==> config.mk <==
export PLATFORM = sky130hd
export DESIGN_NAME = ssqa_controller
export DESIGN_NICKNAME = d
export VERILOG_FILES = /design/src/rtl/ssqa_controller.sv
export SDC_FILE = /design/constraint.sdc
export NUM_CORES = 1
export LEC_CHECK = 0
export ABC_CLOCK_PERIOD_IN_PS = 2600
export CORE_ASPECT_RATIO = 1.4
export CORE_UTILIZATION = 33
export DETAILED_ROUTE_END_ITERATION = 8
export GPL_TIMING_DRIVEN = 0
export PLACE_DENSITY = 0.86
export SLEW_MARGIN = 20
export SYNTH_ARGS = -nofsm -noshare
export SYNTH_HDL_FRONTEND = slang
export SYNTH_SLANG_ARGS = --single-unit
==> constraint.sdc <==
create_clock -name clk -period 2.6 [get_ports clk]
set_input_delay 0.26 -clock clk [delete_from_list [all_inputs] [get_ports clk]]
set_output_delay 0.26 -clock clk [all_outputs]
set_load 0.02 [all_outputs]
==> src/rtl/ssqa_controller.sv <==
// rtl/ssqa_controller.sv - annealing run sequencer for the SSQA core
//
// Sequences one annealing run: spin-memory reset, per-spin multiply/accumulate
// pipeline, spin update and per-sweep bookkeeping. Transitions are decided
// from the scheduler's registered counts seen during the current state.
//
// Optional feature macro: SSQA_CTRL_RUNCYC_EN (builds the run_cycles counter;
// without it run_cycles is tied to zero).
//
// Ports:
//   clk         system clock
//   rst_sys     asynchronous active-low reset
//   start       level request to begin a run (also holds FIN)
//   abort       return to IDLE from any state
//   iter_max    sweeps per run, 0 treated as 1
//   count_bit   scheduler spin-reset count
//   count_mult  scheduler multiply count
//   count_spin  scheduler spin index
//   count_iter  scheduler completed-sweep count
//   state       current state encoding, consumed by the scheduler
//   busy        run in progress
//   done        run finished (FIN)
//   acc_clr     accumulator clear
//   acc_en      accumulator enable
//   spin_we     spin-memory write enable
//   sweep_done  one-cycle pulse per completed sweep
//   run_cycles  busy-cycle count of the current/last run
module ssqa_controller #(
  parameter  int NN = 800,
  localparam int CW = $clog2(NN)
) (
  input  logic          clk,
  input  logic          rst_sys,
  input  logic          start,
  input  logic          abort,
  input  logic [15:0]   iter_max,
  input  logic [CW-1:0] count_bit,
  input  logic [CW-1:0] count_mult,
  input  logic [CW-1:0] count_spin,
  input  logic [15:0]   count_iter,
  output logic [3:0]    state,
  output logic          busy,
  output logic          done,
  output logic          acc_clr,
  output logic          acc_en,
  output logic          spin_we,
  output logic          sweep_done,
  output logic [31:0]   run_cycles
);

  typedef enum logic [3:0] {
    IDLE    = 4'd0,
    RESET   = 4'd1,
    STMULT  = 4'd2,
    MULT    = 4'd3,
    LMULT   = 4'd4,
    LLMULT  = 4'd5,
    LLLMULT = 4'd6,
    UPDATE  = 4'd7,
    LUPDATE = 4'd8,
    IRESET  = 4'd9,
    FIN     = 4'd10
  } state_e;

  localparam logic [CW-1:0] LAST_SPIN = CW'(NN - 1);
  localparam logic [CW-1:0] LAST_MULT = CW'(NN - 2);

  state_e      state_q, state_d;
  logic [15:0] iter_eff;

  // A zero sweep budget still runs one sweep.
  assign iter_eff = (iter_max == 16'd0) ? 16'd1 : iter_max;

  always_ff @(posedge clk or negedge rst_sys) begin
    if (!rst_sys) state_q <= IDLE;
    else          state_q <= state_d;
  end

  always_comb begin
    state_d = state_q;
    if (abort && (state_q != IDLE)) begin
      state_d = IDLE;
    end else begin
      case (state_q)
        IDLE:    if (start && !abort) state_d = RESET;
        RESET:   if (count_bit == LAST_SPIN) state_d = STMULT;
        STMULT:  state_d = MULT;
        MULT:    if (count_mult == LAST_MULT) state_d = LMULT;
        LMULT:   state_d = LLMULT;
        LLMULT:  state_d = LLLMULT;
        LLLMULT: state_d = UPDATE;
        UPDATE:  state_d = (count_spin == LAST_SPIN) ? LUPDATE : STMULT;
        LUPDATE: state_d = IRESET;
        IRESET:  state_d = (count_iter >= iter_eff) ? FIN : STMULT;
        FIN:     if (!start) state_d = IDLE;
        default: state_d = IDLE;
      endcase
    end
  end

  // Decodes come from the state register only, so they are glitch-free
  // registered-equivalent signals for the datapath.
  always_comb begin
    busy       = (state_q != IDLE) && (state_q != FIN);
    done       = (state_q == FIN);
    acc_clr    = (state_q == STMULT);
    acc_en     = (state_q == STMULT) || (state_q == MULT) || (state_q == LMULT);
    spin_we    = (state_q == RESET) || (state_q == UPDATE);
    sweep_done = (state_q == LUPDATE);
  end

  assign state = state_q;

`ifdef SSQA_CTRL_RUNCYC_EN
  logic [31:0] run_cycles_q, run_cycles_d;

  always_ff @(posedge clk or negedge rst_sys) begin
    if (!rst_sys) run_cycles_q <= 32'd0;
    else          run_cycles_q <= run_cycles_d;
  end

  // Cleared on run launch; counts busy cycles so the value seen in FIN is the
  // run length from the first RESET cycle up to FIN.
  always_comb begin
    run_cycles_d = run_cycles_q;
    if ((state_q == IDLE) && (state_d == RESET)) begin
      run_cycles_d = 32'd0;
    end else if (busy && (run_cycles_q != 32'hFFFF_FFFF)) begin
      run_cycles_d = run_cycles_q + 32'd1;
    end
  end

  assign run_cycles = run_cycles_q;
`else
  assign run_cycles = 32'd0;
`endif

endmodule

==> results of run 1 <==
-- final cells by class --
class	instances	share of cell area
multi-input combinational	134	0.401
inverter	17	0.0301
timing repair buffer	75	0.354
tap	40	0.0236
clock buffer	3	0.0195
buffer	36	0.125
sequential	4	0.0472
-- final timing paths --
path	depth (start not counted)	from	endpoint	slack (ns)
setup / recovery	4	state[0]$_DFFE_PN0P_	acc_clr	0.46
hold / removal	1	rst_sys	state[1]$_DFFE_PN0P_	0.25
setup reg to reg	6	state[2]$_DFFE_PN0P_	state[3]$_DFFE_PN0P_	0.92
hold reg to reg	2	state[0]$_DFFE_PN0P_	state[0]$_DFFE_PN0P_	0.64
max in group asynchronous	1	rst_sys	state[3]$_DFFE_PN0P_	2.18
min in group clk	2	state[0]$_DFFE_PN0P_	state[0]$_DFFE_PN0P_	0.64
-- cells by family after synthesis --
| logic type | after synthesis |
|---|---|
| and+or+nand+nor | 54 |
| buffers and inverters | 53 |
| AOI/OAI and AO/OA | 29 |
| adders and majority gates | 16 |
| DFF | 4 |
| muxes | 2 |
| other | 1 |
| xor gates and xnor gates | 1 |
-- worst max-delay path, stage by stage, from the launching register on --
cell and delay [ns]:
dfrtp_1 0.37, buf_4 0.17, or3b_1 0.40, nor2_1 0.11, clkdlybuf4s50_1 0.61
-- placed cells by master (no fill, tap or decap), types with 2 or more instances in the layout --
master and instances:
nor2_1 14, a211oi_1 3, nand2b_1 2, a21oi_1 9, dfrtp_1 4, nor4_1 4
clkbuf_8 3, nand2_1 14, clkdlybuf4s50_1 75, or4_1 2, ha_1 16, nor3_1 4
buf_2 2, buf_4 34, nand4_1 2, o21ai_0 6, and4b_1 2, conb_1 32
inv_1 17, nand4b_1 3
-- routing by layer --
layer  wire (um)  vias to the layer above  track usage
li1            -                      715            -
met1        1080                      607        0.175
met2        1740                       60        0.338
met3         215                        3       0.0189
met4          23                        0       0.0526
met5           0                        -            0
-- stage by stage --
stage | cell area, um2 | hold WS (ns) | setup WS, ns | std cells
after floorplan | 1280 | -0.0356 | 0.900 | 191
after global placement | 2080 | 0.471 | 0.270 | 306
after detailed placement | 2080 | 0.474 | 0.259 | 306
after CTS | 2120 | 0.254 | 0.448 | 309
after global routing | 2120 | 0.251 | 0.333 | 309
final | 2120 | 0.251 | 0.465 | 309
-- where the power goes --
group / leakage [nW] / internal, mW / switching, mW / total (mW)
sequential: 0.0537 / 0.0720 / 0.0121 / 0.0841
clock: 0.0216 / 0.0986 / 0.0313 / 0.130
combinational: 0.965 / 0.246 / 0.217 / 0.463
==> impl_metrics.yaml, run 1 <==
sta:
  fmax_mhz: 468
  fin_skew_ns: 0.000130
  drv_slew: 0
  rsz0062_at_grt: "false"
  hold_viol_final: 0
  min_period_ns: 2.14
  fin_setup_tns_ns: 0
  post-route-period-util: 0.821
  setup_viol: 0
routing:
  wl_per_cell_um: 9.92
  first_iter_violations: 18
  routed_via_density: 4.48
  remaining_drc_errors: 0
  dr.pass1.iters: 6
  drt-total-wl_um: 3070
  ant_nets: 0
  via_count: 1385
job:
  cap_violations: 0
logic_synthesis:
  synth.top_cell.area_share: 0.220
  synth_compound_area_frac: 0.161
  synthFlopType: "dfrtp_1"
  synth-seq-cells: 4
  ys_warn_count: 0
  netlist_area_um2: 1160
  synth_edf_count: 0
  synth_xor_area_frac: 0.00753
  ys_top_cells_by_area: "buf_4 (22%), ha_1 (17%), dfrtp_1 (8.6%), inv_1 (5.5%), nand2_1 (4.5%)"
  synth_common_cells: "buf_4 (34), inv_1 (17), ha_1 (16), nand2_1 (14), nor2_1 (14)"
  synth_mux_area_frac: 0.0183
  synthSimpleGateAreaFrac: 0.268
  synth_fa_ha_area_frac: 0.172
  ys_async_sr_fraction: 1.00
  syn_avg_cell_area_um2: 7.26
  synthDistinctLibCells: 39
  synthMostInstantiatedCell: "buf_4"
  synth_top_family_by_area: "buffers and inverters"
  synth_top_cell_by_area: "buf_4"
  syn_inst: 160
  seq_area_frac_synth: 0.0861
final_layout:
  final_layout_size_suffix_gt1_frac: 0.164
  antenna_cells: 0
  largest_register_ffs: 4
  final_nets: 353
  fillers: 303
  seq_area_um2: 100
  utilization: 0.628
  multiInputGateArea_um2: 850
  area_growth_pct: 82.5
clock_tree:
  holdBufCountCts: 0
  cts_buffer_depth: 2
  path_clk_slew_ns: 0.03
  cts_made_buffers: 3
  ctsResizeCount: 0
  cts_num_sinks: 4
  htree_levels: 1
  cts_root_buf: "clkbuf_8"
  clk_latency_ns: 0.22
  tritoncts: "built"
  cts_setup_buffers: 0
setup_path:
  path_max_fanout: 10
  cp.arrival_ns: 1.88
  critPathRequiredTime_ns: 2.34
  startpoint_type: "flip-flop"
  cp-end-kind: "output port"
  criticalPathCategory: "reg -> out"
floorplan:
  core_um2: 3380
  die_area_um2: 3770
  start_util: 0.344
  die_w_um: 52.2
  die_h_um: 72.2
  fp-row-count: 25
  io_pins: 108
placed_design:
  dp.final_hpwl_um: 2800
  portBuffers: 75
  gp_congestion: 0.866
pwr:
  finalPower_mw: 0.677
  peakVddDrop_uv: 259
  power_density_nw_per_um2: 319
  leakage_nw: 1.04
global_routing:
  grt_overflow: 0
  antenna_found_initial: 0
  gr-usage-all-layers: 0.169
  grt_first_pass_wirelength_um: 4950
  grt_max_degree: 11
  first_global_vias: 1241
status:
  status: "finished clean"
min_path:
  hold_class: "in -> async"
Note: power is estimated with default switching activity, not from simulation.
==> run 2, diff against run 1 <==
Settings changed: ABC_CLOCK_PERIOD_IN_PS 2600 to 2200, CORE_UTILIZATION 33 to 31, PLACE_DENSITY 0.86 to 0.82.
Clock period 2.6 ns to 2.2 ns, I/O delays scaled along.
==> impl_metrics.yaml, run 2 (synthesized netlist as in run 1, its figures left out) <==
setup_path:
  critPathRequiredTime_ns: 1.98
  cp-end-kind: "output port"
  regToRegEndpoint: "state[3]$_DFFE_PN0P_"
  r2r_cells: 5
  cp.arrival_ns: 1.87
  startpoint_type: "flip-flop"
  path_max_fanout: 10
  worst_r2r_startpoint: "state[1]$_DFFE_PN0P_"
  criticalPathCategory: "reg -> out"
  timing.reg2reg.setup_slack_ns: 0.51
floorplan:
  fp-row-count: 26
  die_w_um: 53.8
  core_um2: 3610
  start_util: 0.322
  die_area_um2: 4000
  die_h_um: 74.5
  io_pins: 108
final_layout:
  final_nets: 353
  area_growth_pct: 85.8
  final_layout_size_suffix_gt1_frac: 0.178
  seq_area_um2: 100
  fillers: 354
  multiInputGateArea_um2: 881
  final_cell_mix: "clkdlybuf4s50_1 (73), buf_4 (34), conb_1 (32), inv_1 (17), ha_1 (16)"
  layout_commonest_cell: "clkdlybuf4s50_1"
  largest_register_ffs: 4
  utilization: 0.598
  antenna_cells: 0
sta:
  hold_slack_ns: 0.204
  drv_slew: 0
  fmax_mhz: 479
  setup_ws_ns: 0.112
  setup_viol: 0
  hold_viol_final: 0
  min_period_ns: 2.09
  fin_skew_ns: 0.00114
  rsz0062_at_grt: "false"
  post-route-period-util: 0.949
  fin_setup_tns_ns: 0
pwr:
  peakVddDrop_uv: 285
  leakage_nw: 1.06
  finalPower_mw: 0.805
  power_density_nw_per_um2: 373
clock_tree:
  cts_setup_buffers: 0
  path_clk_slew_ns: 0.03
  clk_latency_ns: 0.21
  htree_levels: 1
  cts_made_buffers: 3
  holdBufCountCts: 0
  tritoncts: "built"
  cts_num_sinks: 4
  cts_root_buf: "clkbuf_8"
  cts_buffer_depth: 2
global_routing:
  first_global_vias: 1225
  grt_overflow: 0
  grt_max_degree: 11
  gr-usage-all-layers: 0.151
  antenna_found_initial: 0
  grt_first_pass_wirelength_um: 4570
status:
  status: "finished clean"
routing:
  via_count: 1357
  remaining_drc_errors: 0
  ant_nets: 0
  dr.pass1.iters: 4
  routed_via_density: 4.36
  drt-total-wl_um: 3070
  wl_per_cell_um: 9.88
  first_iter_violations: 18
placed_design:
  dp_slack_ns: -0.257
  gp_congestion: 0.870
  portBuffers: 75
  dp.final_hpwl_um: 2770
min_path:
  hold_class: "in -> async"
job:
  cap_violations: 0
## run 2: per-stage QoR
stage,area (um2),std cells
3_5_place_dp,2080,308
3_3_place_gp,2080,308
6_report,2160,311
5_1_grt,2160,311
2_1_floorplan,1280,191
4_1_cts,2130,311
## run 2: layout make-up
cell class	count	share of cell area
Multi-Input combinational cell	134	0.408
Timing Repair Buffer	75	0.350
Buffer	36	0.123
Sequential cell	4	0.0463
Inverter	17	0.0295
Tap cell	42	0.0243
Clock buffer	3	0.0191
## run 2: how the worst max path moves through the flow
stage,start,to,slack (ns),cells past startpoint
3_3_place_gp,iter_max[8],state[3]$_DFFE_PN0P_,-0.25,9
4_1_cts,iter_max[8],state[3]$_DFFE_PN0P_,0.03,9
6_report,state[0]$_DFFE_PN0P_,acc_clr,0.11,4
3_5_place_dp,iter_max[8],state[3]$_DFFE_PN0P_,-0.26,9
5_1_grt,iter_max[10],state[3]$_DFFE_PN0P_,0.03,9
2_1_floorplan,state[2]$_DFFE_PN0P_,state[3]$_DFFE_PN0P_,0.53,6
## run 2: routing by layer
metal,GRT usage,part of all wire
met4,0.0702,0
met3,0.0164,0.092
met2,0.309,0.57
met5,0,0
met1,0.139,0.34
## run 2: power breakdown
| part | internal, mW | switching, mW |
|---|---|---|
| Sequential | 0.0851 | 0.0158 |
| Combinational | 0.293 | 0.260 |
| Clock | 0.116 | 0.0339 |
## run 2: critical path, cell delays in order (launching register included)
cell and delay, ns:
dfrtp_1 0.37, buf_4 0.17, or3b_1 0.40, nor2_1 0.10, clkdlybuf4s50_1 0.62
## run 2: timing repair
| action | in CTS | in global routing |
|---|---|---|
| pin swaps | 0 | 4 |
| setup endpoints to repair | 1 | 1 |
| gates resized for setup | 1 | 6 |
| hold endpoints to repair | 0 | 0 |
==> run 3, diff against run 2 <==
--- a/config.mk
+++ b/config.mk
@@ -12,4 +12,5 @@
 export GPL_TIMING_DRIVEN = 0
 export PLACE_DENSITY = 0.82
+export SETUP_SLACK_MARGIN = 0.2
 export SLEW_MARGIN = 20
 export SYNTH_ARGS = -nofsm -noshare
==> constraint.sdc (replaced) <==
create_clock -name clk -period 2.2 [get_ports clk]
set_input_delay 0.33 -clock clk [delete_from_list [all_inputs] [get_ports clk]]
set_output_delay 0.33 -clock clk [all_outputs]
set_load 0.02 [all_outputs]
==> impl_metrics.yaml, run 3 (synthesized netlist as in run 1, its figures left out) <==
clock_tree:
  htree_levels: 1
  tritoncts: "built"
  cts_buffer_depth: 2
  cts_made_buffers: 3
  cts_setup_buffers: 0
  path_clk_slew_ns: 0.03
  clk_latency_ns: 0.21
  cts_root_buf: "clkbuf_8"
  cts_num_sinks: 4
  holdBufCountCts: 0
routing:
  drt-total-wl_um: 3090
  wl_per_cell_um: 9.94
  first_iter_violations: 32
  ant_nets: 0
  dr.pass1.iters: 4
  via_count: 1363
  routed_via_density: 4.38
  remaining_drc_errors: 0
placed_design:
  placed_cells: 308
  portBuffers: 75
  dp.final_hpwl_um: 2770
  dp_slack_ns: -0.367
  gp_congestion: 0.870
setup_path:
  critical-path-max-stage-delay_ns: 0.42
  startpoint_type: "primary input"
  cpLargestDelayFamily: "compound AO/OA/AOI/OAI gates"
  crit_path_cell_trace: "clkdlybuf4s50_1 > nor4_1 > a41o_1 > ha_1 > nand2b_4 > a211oi_2 > o21bai_1 > a211oi_2 > nor2_1"
  cp.arrival_ns: 2.12
  critPathRequiredTime_ns: 2.30
  criticalPathCategory: "in -> reg"
  crit_buf_inv: 1
  cp_common_cell: "a211oi_2"
  path_max_fanout: 2
  cp_slowest_cell: "clkdlybuf4s50_1"
  cp-end-kind: "flip-flop"
final_layout:
  final_cell_mix: "clkdlybuf4s50_1 (64), buf_4 (34), conb_1 (32), inv_1 (17), ha_1 (16)"
  antenna_cells: 0
  seq_area_um2: 101
  layout_commonest_cell: "clkdlybuf4s50_1"
  largest_register_ffs: 4
  final_layout_size_suffix_gt1_frac: 0.193
  multiInputGateArea_um2: 886
  final_nets: 353
  final_cells: 311
  area_growth_pct: 86.4
  fillers: 364
pwr:
  power_density_nw_per_um2: 369
  p_switching_mw: 0.311
  p_comb_frac: 0.684
  finalPower_mw: 0.801
  peakVddDrop_uv: 274
  p_int_mw: 0.490
  clock_power_share: 0.188
  leakage_nw: 1.11
  seqPwrFrac: 0.128
  switching_share: 0.388
job:
  cap_violations: 0
floorplan:
  core_um2: 3610
  io_pins: 108
  die_area_um2: 4000
  die_h_um: 74.5
  die_w_um: 53.8
  start_util: 0.322
  fp-row-count: 26
sta:
  min_period_ns: 2.03
  drv_slew: 0
  fin_skew_ns: 0.000959
  setup_viol: 0
  fin_setup_tns_ns: 0
  hold_viol_final: 0
  setup_ws_ns: 0.174
  post-route-period-util: 0.921
  hold_slack_ns: 0.314
  fmax_mhz: 494
  rsz0062_at_grt: "true"
global_routing:
  gr-usage-all-layers: 0.152
  grt_overflow: 0
  busiest_layer: "met2"
  grtUsageMet1: 0.140
  grt_max_degree: 11
  antenna_found_initial: 0
  grt_util_met2: 0.309
  first_global_vias: 1227
  grt_use_met3: 0.0164
  grt_first_pass_wirelength_um: 4590
min_path:
  hold_class: "in -> async"
status:
  status: "finished clean"
run 3: path summary, 6_finish.rpt:
path,endpoint,slack (ns),cells after the start,from
worst max-delay path,state[3]$_DFFE_PN0P_,0.17,9,iter_max[3]
worst min-delay path,state[3]$_DFFE_PN0P_,0.31,1,rst_sys
worst max register to register,state[3]$_DFFE_PN0P_,0.53,6,state[2]$_DFFE_PN0P_
worst min register to register,state[0]$_DFFE_PN0P_,0.64,2,state[0]$_DFFE_PN0P_
max in group asynchronous,state[1]$_DFFE_PN0P_,1.71,1,rst_sys
min in group clk,state[0]$_DFFE_PN0P_,0.64,2,state[0]$_DFFE_PN0P_
run 3: routing by layer:
layer / up-vias / share of wire
li1: 711 / -
met1: 587 / 0.34
met2: 65 / 0.57
met3: 0 / 0.089
met4: 0 / 0
met5: - / 0
run 3: area by class of cell:
class                           instances  area share
Inverter                               17      0.0294
Clock buffer                            3      0.0191
Sequential cell                         4      0.0468
Buffer                                 36       0.125
Timing Repair Buffer                   75       0.347
Multi-Input combinational cell        134       0.409
Tap cell                               42      0.0242
run 3: metrics by stage:
| stage | instance area, um2 | utilization |
|---|---|---|
| floorplan | 1280 | - |
| global placement | 2080 | 0.577 |
| detailed placement | 2080 | 0.577 |
| CTS | 2140 | 0.593 |
| global route | 2170 | 0.600 |
| finish | 2170 | 0.600 |
run 3: timing repair:
item | in CTS | in global routing
pin swaps | 4 | 6
endpoints found under the setup margin | 7 | 4
gates resized for setup | 12 | 9
run 3: power groups by stage:
stage / sequential (mW) / combinational, mW / clock, mW
6_report: 0.102 / 0.548 / 0.151
5_1_grt: 0.104 / 0.599 / 0.170
4_1_cts: 0.102 / 0.546 / 0.154
3_5_place_dp: 0.103 / 0.545 / 0
3_3_place_gp: 0.103 / 0.536 / 0
2_1_floorplan: 0.110 / 0.302 / 0
